File: src/rtl/second_game_pkg.sv
// rtl/second_game_pkg.sv - shared types and BCD helper for the second-game controller
package second_game_pkg;

    typedef enum logic [2:0] {
        IDLE      = 3'd0,
        PLAY      = 3'd1,
        PAUSED    = 3'd2,
        HIT       = 3'd3,
        GAME_OVER = 3'd4
    } state_t;

    typedef logic [3:0] bcd_digit_t;

    localparam logic [15:0] BCD_MAX = 16'h9999;

    // Ripple +1 across four BCD digits; caller guarantees the input is below 9999.
    function automatic logic [15:0] bcd_inc(input logic [15:0] v);
        logic [15:0] r;
        logic        carry;
        bcd_digit_t  d;
        r     = v;
        carry = 1'b1;
        for (int i = 0; i < 4; i++) begin
            d = r[i*4 +: 4];
            if (carry) begin
                if (d == 4'd9) begin
                    r[i*4 +: 4] = 4'd0;
                end else begin
                    r[i*4 +: 4] = d + 4'd1;
                    carry       = 1'b0;
                end
            end
        end
        return r;
    endfunction

endpackage

File: src/rtl/bcd_counter_4.sv
// rtl/bcd_counter_4.sv - four-digit BCD counter with sync clear and saturation at 9999
module bcd_counter_4
    import second_game_pkg::*;
(
    input  logic        clk,
    input  logic        arst_n,
    input  logic        i_clr,
    input  logic        i_inc,
    output logic [15:0] o_count,
    output logic        o_sat
);

    logic [15:0] r_count;

    always_ff @(posedge clk) begin
        if (!arst_n) begin
            r_count <= '0;
        end else if (i_clr) begin
            r_count <= '0;
        end else if (i_inc && (r_count != BCD_MAX)) begin
            r_count <= bcd_inc(r_count);
        end
    end

    assign o_count = r_count;
    assign o_sat   = (r_count == BCD_MAX);

endmodule

File: src/rtl/second_game_controller.sv
// rtl/second_game_controller.sv - session FSM: start/pause, lives, hit freeze, BCD score, level
module second_game_controller
    import second_game_pkg::*;
#(
    parameter int LIVES      = 3,
    parameter int HIT_FRAMES = 60,
    parameter int SCORE_DIV  = 6,
    parameter int LEVEL_STEP = 100
) (
    input  logic        clk,
    input  logic        arst_n,
    input  logic        i_frame_tick,
    input  logic        i_button_start,
    input  logic        i_button_pause,
    input  logic        i_is_lose,
    output logic        o_is_pause,
    output logic        o_engine_rst_n,
    output logic [2:0]  o_state,
    output logic [2:0]  o_lives,
    output logic [15:0] o_score,
    output logic [15:0] o_high_score,
    output logic [2:0]  o_level,
    output logic        o_hit_blink
);

    localparam int HW = (HIT_FRAMES > 1) ? $clog2(HIT_FRAMES) : 1;
    localparam int DW = (SCORE_DIV  > 1) ? $clog2(SCORE_DIV)  : 1;
    localparam int LW = (LEVEL_STEP > 1) ? $clog2(LEVEL_STEP) : 1;

    localparam logic [HW-1:0] HIT_LAST   = HW'(HIT_FRAMES - 1);
    localparam logic [DW-1:0] DIV_LAST   = DW'(SCORE_DIV - 1);
    localparam logic [LW-1:0] LVL_LAST   = LW'(LEVEL_STEP - 1);
    localparam logic [2:0]    LIVES_INIT = 3'(LIVES);

    state_t        r_state;
    logic [2:0]    r_lives;
    logic [15:0]   r_high;
    logic [2:0]    r_level;
    logic          r_is_pause;
    logic          r_engine_rst_n;
    logic          r_hit_blink;
    logic          r_start_q;
    logic          r_pause_q;
    logic          r_lose_q;
    logic [DW-1:0] r_div_cnt;
    logic [LW-1:0] r_lvl_cnt;
    logic [HW-1:0] r_hit_cnt;
    logic [3:0]    r_frame_cnt;

    logic          w_start_press;
    logic          w_pause_press;
    logic          w_lose_edge;
    logic          w_new_game;
    logic          w_score_tick;
    logic          w_score_inc;
    logic          w_score_sat;
    logic [15:0]   w_score;
    logic [3:0]    w_frame_nxt;

    assign w_start_press = i_button_start & ~r_start_q;
    assign w_pause_press = i_button_pause & ~r_pause_q;
    assign w_lose_edge   = i_is_lose & ~r_lose_q;
    assign w_new_game    = w_start_press & ((r_state == IDLE) | (r_state == GAME_OVER));
    assign w_score_tick  = (r_state == PLAY) & i_frame_tick & (r_div_cnt == DIV_LAST);
    assign w_score_inc   = w_score_tick & ~w_score_sat;
    assign w_frame_nxt   = r_frame_cnt + {3'b000, i_frame_tick};

    bcd_counter_4 u_score (
        .clk     (clk),
        .arst_n  (arst_n),
        .i_clr   (w_new_game),
        .i_inc   (w_score_tick),
        .o_count (w_score),
        .o_sat   (w_score_sat)
    );

    always_ff @(posedge clk) begin
        if (!arst_n) begin
            r_state        <= IDLE;
            r_lives        <= LIVES_INIT;
            r_high         <= '0;
            r_level        <= '0;
            r_is_pause     <= 1'b1;
            r_engine_rst_n <= 1'b1;
            r_hit_blink    <= 1'b0;
            r_start_q      <= 1'b0;
            r_pause_q      <= 1'b0;
            r_lose_q       <= 1'b0;
            r_div_cnt      <= '0;
            r_lvl_cnt      <= '0;
            r_hit_cnt      <= '0;
            r_frame_cnt    <= '0;
        end else begin
            r_start_q      <= i_button_start;
            r_pause_q      <= i_button_pause;
            r_lose_q       <= i_is_lose;
            r_frame_cnt    <= w_frame_nxt;
            r_engine_rst_n <= 1'b1;
            r_hit_blink    <= 1'b0;

            // Level follows real score increments only, so a saturated score stops levelling.
            if (w_score_inc) begin
                if (r_lvl_cnt == LVL_LAST) begin
                    r_lvl_cnt <= '0;
                    if (r_level != 3'd7) begin
                        r_level <= r_level + 3'd1;
                    end
                end else begin
                    r_lvl_cnt <= r_lvl_cnt + LW'(1);
                end
            end

            case (r_state)
                IDLE, GAME_OVER: begin
                    if (w_start_press) begin
                        r_state        <= PLAY;
                        r_is_pause     <= 1'b0;
                        r_engine_rst_n <= 1'b0;
                        r_lives        <= LIVES_INIT;
                        r_level        <= '0;
                        r_lvl_cnt      <= '0;
                        r_div_cnt      <= '0;
                    end
                end
                PLAY: begin
                    if (i_frame_tick) begin
                        r_div_cnt <= (r_div_cnt == DIV_LAST) ? '0 : r_div_cnt + DW'(1);
                    end
                    // A loss outranks a pause press arriving in the same cycle.
                    if (w_lose_edge) begin
                        r_state     <= HIT;
                        r_is_pause  <= 1'b1;
                        r_hit_cnt   <= '0;
                        r_hit_blink <= w_frame_nxt[3];
                        if (r_lives != 3'd0) begin
                            r_lives <= r_lives - 3'd1;
                        end
                    end else if (w_pause_press) begin
                        r_state    <= PAUSED;
                        r_is_pause <= 1'b1;
                    end
                end
                PAUSED: begin
                    if (w_pause_press) begin
                        r_state    <= PLAY;
                        r_is_pause <= 1'b0;
                    end
                end
                HIT: begin
                    r_hit_blink <= w_frame_nxt[3];
                    if (i_frame_tick) begin
                        if (r_hit_cnt == HIT_LAST) begin
                            r_hit_blink <= 1'b0;
                            if (r_lives != 3'd0) begin
                                r_state    <= PLAY;
                                r_is_pause <= 1'b0;
                            end else begin
                                r_state <= GAME_OVER;
                                // Valid BCD orders the same as binary, so a plain compare suffices.
                                if (w_score > r_high) begin
                                    r_high <= w_score;
                                end
                            end
                        end else begin
                            r_hit_cnt <= r_hit_cnt + HW'(1);
                        end
                    end
                end
                default: begin
                    r_state    <= IDLE;
                    r_is_pause <= 1'b1;
                end
            endcase
        end
    end

    assign o_is_pause     = r_is_pause;
    assign o_engine_rst_n = r_engine_rst_n;
    assign o_state        = r_state;
    assign o_lives        = r_lives;
    assign o_score        = w_score;
    assign o_high_score   = r_high;
    assign o_level        = r_level;
    assign o_hit_blink    = r_hit_blink;

endmodule

File: config.mk
export PLATFORM = sky130hd
export DESIGN_NAME = second_game_controller
export DESIGN_NICKNAME = d
export VERILOG_FILES = /design/src/rtl/second_game_pkg.sv /design/src/rtl/bcd_counter_4.sv /design/src/rtl/second_game_controller.sv
export SDC_FILE = /design/constraint.sdc
export NUM_CORES = 1
export LEC_CHECK = 0
export BUFFER_PORTS_ARGS = -buffer_cell sky130_fd_sc_hd__buf_2
export CAP_MARGIN = 5
export CORE_MARGIN = 1
export CORE_UTILIZATION = 35
export CTS_CLUSTER_DIAMETER = 200
export DETAILED_ROUTE_END_ITERATION = 16
export RECOVER_POWER = 50
export SYNTH_ARGS = -nofsm -noshare
export SYNTH_HDL_FRONTEND = slang
export SYNTH_HIERARCHICAL = 1
export SYNTH_SLANG_ARGS = --single-unit
File: constraint.sdc
create_clock -name clk -period 2.98 [get_ports clk]
set_clock_uncertainty 0.2 [all_clocks]
set_input_delay 0.894 -clock clk [delete_from_list [all_inputs] [get_ports clk]]
set_output_delay 0.894 -clock clk [all_outputs]
set_load 0.02 [all_outputs]
# --- After elaboration in Yosys (flattened, before gate mapping) ---
# Cells that the tools add are included.
classes:
  add_sub_neg: 10
  n_mul: 0
  div: 0
  n_lt_le_gt_ge: 1
  eq_ne: 24
  shifts: 0
  muxes: 60
  bitwise: 14
  n_reduce_logical: 17
ops:
  columns: ["cell", "count"]
  rows:
  - ["$mux W3", 18]
  - ["$mux W7", 4]
  - ["$mux W1", 25]
  - ["$mux W6", 3]
  - ["$add A4 B1 Y4 const B", 4]
  - ["$eq A16 B16 Y1 const B", 1]
  - ["$eq A4 B4 Y1 const B", 4]
  - ["$gt A16 B16 Y1", 1]
  - ["$mux W4", 4]
  - ["$ne A16 B16 Y1 const B", 1]
  - ["$ne A2 B2 Y1 const B", 8]
  - ["$pmux W3 S2", 2]
  - ["$pmux W3 S4", 1]
  - ["$pmux W6 S2", 1]
  - ["$reduce_and A5 Y1", 2]
  - ["$reduce_and A2 Y1", 4]
  - ["$reduce_and A4 Y1", 2]
  - ["$add A7 B1 Y7 const B", 1]
  - ["$and A1 B1 Y1", 7]
  - ["$eq A7 B7 Y1 const B", 1]
  - ["$add A3 B1 Y3 const B", 2]
  - ["$add A6 B1 Y6 const B", 1]
  - ["$eq A3 B2 Y1 const B", 2]
  - ["$eq A3 B3 Y1 const B", 2]
  - ["other kinds (17)", 25]
word_totals:
  register_bits: 67
  latch_bits: 0
  ram_bits: 0
  rom_bits: 0
  input_bits: 6
  out_inout_bits: 44
  word_cells: 144
  n_memories: 0

# --- Longest topological paths before layout ---
logic_depth:
  ltp_word: 16
  depth_mapped: 8
  mapped_depth_nobuf: 7

# --- Cells and area by module ---
# The synthesis kept the hierarchy.
by_module_without_submodules:
  columns: ["module", "n_inst", "cells_each", "area_each_um2", "seq_area_each_um2"]
  rows:
  - ["second_game_controller", 1, 304, 2666.3, 1021.0]
  - ["bcd_counter_4", 1, 107, 918.4, 320.3]

# --- Worst setup path before layout ---
# No wires, ideal clock.
synth_timing:
  kind: "reg2reg"
  from: "reg r_state[0], in the netlist o_state[0]"
  to: "reg u_score.r_count[4], in the netlist u_score/o_count[4]"
  setup_ns: 0.071
  arrival_ns: 2.400
  required_time_ns: 2.709
  setup_slack_ns: 0.309
  path_stages_with_launch: 7
  path_buffers: 1
  synth_period_minus_slack_ns: 2.671
  path_cell_list: "dfxtp_1 -> buf_6 -> or3b_4 -> nor3_1 -> nand2_1 -> or4_1 -> a21oi_1"
synth_via:
  elab_chain_len: 5
  word_cells_on_any_way: 10
  cone_classes: "2 x eq/ne; 4 x bitwise; 4 x reduce/logical"
synth_rtl:
  columns: ["item", "line_no", "source"]
  rows:
  - ["start, declared", "second_game_controller.sv:35", "state_t r_state;"]
  - ["start signal, assigned", "second_game_controller.sv:79", "r_state <= IDLE;"]
  - ["start signal, assigned", "second_game_controller.sv:116", "r_state <= PLAY;"]
  - ["start signal, assigned", "second_game_controller.sv:131", "r_state <= HIT;"]
  - ["$eq A3 B1 Y1", "second_game_controller.sv:64", "assign w_score_tick = (r_state == PLAY) & i_frame_tick & (r_div_cnt == DIV_LAST);"]
  - ["$and A1 B1 Y1 (2 in a row)", "second_game_controller.sv:64", null]
  - ["named net w_score_tick", "second_game_controller.sv:54", "logic w_score_tick;"]
  - ["$logic_and A1 B1 Y1", "bcd_counter_4.sv:20", "end else if (i_inc && (r_count != BCD_MAX)) begin"]
  - ["$reduce_and A2 Y1 (no source line)", null, null]
  - ["end signal, assigned", "bcd_counter_4.sv:21", "r_count <= bcd_inc(r_count);"]
  - ["end, declared", "bcd_counter_4.sv:13", "logic [15:0] r_count;"]
# The timed path passes the listed nets, and every way through them passes these cells.
# A chain may end at the register's enable or synchronous reset.

# --- Final worst setup path ---
layout_timing:
  from: "reg r_high[13], in the netlist o_high_score[13]"
  to: "reg r_high[11], in the netlist o_high_score[11]"
layout_via:
  elab_chain_len: 2
layout_rtl:
  columns: ["item", "line_no", "source"]
  rows:
  - ["start, declared", "second_game_controller.sv:37", "logic [15:0] r_high;"]
  - ["start signal, assigned", "second_game_controller.sv:161", "r_high <= w_score;"]
  - ["$gt A16 B16 Y1", "second_game_controller.sv:160", "if (w_score > r_high) begin"]
  - ["$reduce_and A5 Y1 (no source line)", null, null]
# No other way between the ends.

==> run_results.csv <==
group,metric,value,unit
setup_path,cp_slowest_cell,"o31ai_4",
clock_tree,clock_latency,0.34,ns
clock_tree,cts_setup_buffers,0,
timing,min_period_over_period,91.02,%
clock_tree,cts-root-buf,"clkbuf_8",
power_and_ir_drop,p_int,0.001406,W
power_and_ir_drop,switching_power,0.0005264,W
timing,fmax,368.7,MHz
place,port_buffers,49,
drt,vias,3112,
setup_path,crit_fanout,16,
place,finalWeightedCongestion,0.8555,
power_and_ir_drop,leakage,1.763,nW
global_routing,antenna_found_initial,0,
power_and_ir_drop,switching_share,27.24,%
layout,fin_nets,507,
hold_path,min_path_type,"reg -> reg",
global_routing,track_usage,16.64,%
setup_path,crit_arrival,2.77,ns
setup_path,start_kind,"flop",
timing,rsz0062_at_grt,"false",
timing,min_period,2.712,ns
clock_tree,htreeDepth,3,
clock_tree,path_clk_slew,0.07,ns
hold_path,whs_path_depth,2,
power_and_ir_drop,p_per_area,457.2,nW/um2
timing,worst_hold_slack,0.2781,ns
power_and_ir_drop,comb_power_share,11.4,%
clock_tree,cts_buffer_depth,2,
synth,synth_cell_types,66,
clock_tree,cts_tree,"built",
timing,tightest_slew,1.177,ns
drt,first_pass_iters,4,
drt,route.detailed.drc,0,
synth,ys_seq_area_share,37.42,%
timing,tns,0,ns
setup_path,endpoint_kind,"flop",
floorplan,num_rows,36,
synth,synth_edf_count,0,
timing,finalHoldViolations,0,
synth,netlist_area,3585,um2
layout,final_common_cell,"dfxtp_1",
setup_path,critical-path-max-stage-delay,0.97,ns
outcome,outcome,"complete, no violations",
timing,drv_slew,0,
layout,layout_common_cells,"67 x dfxtp_1, 60 x nand2_1, 45 x nor2_1",
synth,syn-instance-count,411,
floorplan,num_io_pins,50,
timing,slew_headroom,21.54,%
synth,synth_nets,440,
global_routing,grt_pass1_wl,13.55,mm
synth,syn_area_per_cell,8.722,um2
power_and_ir_drop,p_clk_share,40.1,%
timing,setup_violations,0,
power_and_ir_drop,peakVddDrop,0.0002016,V
setup_path,worstPathRequired,3.04,ns
floorplan,coreArea,9864,um2
power_and_ir_drop,power_frac_seq,48.5,%
setup_path,crit_type,"reg -> reg",
job,drv_cap,0,
drt,ant_nets,0,
layout,fillCellCount,983,
synth,ys_seq_elements,67,
place,dpl.hpwl,6.213,mm
clock_tree,ctsResizeCount,0,
floorplan,die_w,103.2,um
drt,wire_per_inst,13.65,um
drt,drt_wl_total,8.408,mm
drt,dr.first_iter.drc_count,120,
clock_tree,numCtsBuffers,9,
global_routing,overflow,0,
drt,routed_via_density,5.052,
layout,antennaDiodeCount,0,
floorplan,initial_core_util,36.34,%
layout,drive_above_1_share,12.22,%
global_routing,grt_pass1_vias,2808,
power_and_ir_drop,power,0.001932,W
setup_path,path_cells,"inv_1 -> ha_1 -> a21oi_1 -> o21ai_0 -> a21o_1 -> o31ai_4 -> mux2i_1",
clock_tree,clock_sinks,67,
layout,area_delta_synth_final,17.87,%
floorplan,die_area,10650,um2
synth,async_reset_ff_share,0,%
setup_path,reg2reg_depth,7,
clock_tree,hold_buffers,0,
synth,ys.flop_type,"dfxtp_1",
synth,ys.warnings.count,6,
global_routing,grt_start_max_net_pins,25,
floorplan,die_h,103.2,um
logic make-up after synthesis:
kind of cell,share of synthesized area (%)
adder cells (fa/ha/maj),8.028
AO/OA/AOI/OAI,12.25
multiplexers,5.864
flip-flops,37.42
AND/OR/NAND/NOR,28.31
buffers and inverters,4.223
XOR/XNOR,3.909
power groups by stage:
stage	combinational, W	sequential, W	clock (W)
final	0.000220	0.000938	0.000774
after floorplan	0.000148	0.000966	0
after CTS	0.000222	0.000938	0.000794
after global placement	0.000219	0.000958	0
after global routing	0.000242	0.000941	0.000835
after detailed placement	0.000221	0.000959	0
registers in the layout, indices dropped and copies added, names as in the netlist:
register and cells:
o_level 3, r_div_cnt 3, u_score/o_count 16, o_lives 3
r_frame_cnt 4, o_high_score 16, o_is_pause 1, r_start_q 1
o_hit_blink 1, r_hit_cnt 6, r_pause_q 1, r_lvl_cnt 7
o_engine_rst_n 1, r_lose_q 1, o_state 3
cell usage after synthesis, drive strengths merged, types with 5 or more instances:
cell type	instances	share of area, %
nor2b	10	1.7
nand3	8	1.3
a31oi	5	0.87
ha	23	8.0
nand2	60	6.3
o21ai	7	0.98
a21oi	18	2.5
inv	21	2.2
and3	7	1.2
clkbuf	8	0.84
and2	7	1.2
nand4	13	2.7
nor3	5	0.70
nand2b	6	1.3
nor2	45	4.7
dfxtp	67	37
mux2i	21	5.9
xor2	14	3.4
o31ai	6	1.6
layer usage:
layer,global-route usage (%),up-vias,wire [um]
li1,-,1592,-
met1,21.17,1429,3958
met2,27.18,82,3851
met3,4.570,9,485
met4,5.742,0,113
met5,0,-,0
worst max-delay path, delay by kind of cell, from the launching register on:
family          cells  cell delay [ns]
flops               1             0.35
buf+inv             1             0.05
fa+ha+maj           1             0.30
compound gates      4             1.44
mux                 1             0.29
path summary, 6_finish.rpt:
path              slack (ns)             start                to
hold / removal          0.28  o_high_score[12]  o_high_score[12]
hold reg to reg         0.28  o_high_score[12]  o_high_score[12]
setup reg to reg        0.27  o_high_score[13]  o_high_score[11]
setup / recovery        0.27  o_high_score[13]  o_high_score[11]
cell type report:
class,count,area (um2),share of cell area [%]
Clock buffer,10,137.6,3.257
Clock inverter,6,65.06,1.540
Inverter,22,82.58,1.954
Multi-Input combinational cell,310,2092,49.51
Sequential cell,67,1341,31.74
Tap cell,133,166.4,3.938
Timing Repair Buffer,68,340.3,8.054
stage by stage:
step / utilization (%) / instances / area (um2) / worst slack [ns]
3_5_place_dp: 41.26 / 600 / 4070 / 0.2563
3_3_place_gp: 41.26 / 600 / 4070 / 0.2936
2_1_floorplan: - / 411 / 3585 / 0.3091
6_report: 42.83 / 616 / 4225 / 0.2677
4_1_cts: 43.32 / 616 / 4273 / 0.2366
5_1_grt: 42.83 / 616 / 4225 / 0.05293
Power figures use the tool's default switching activity.
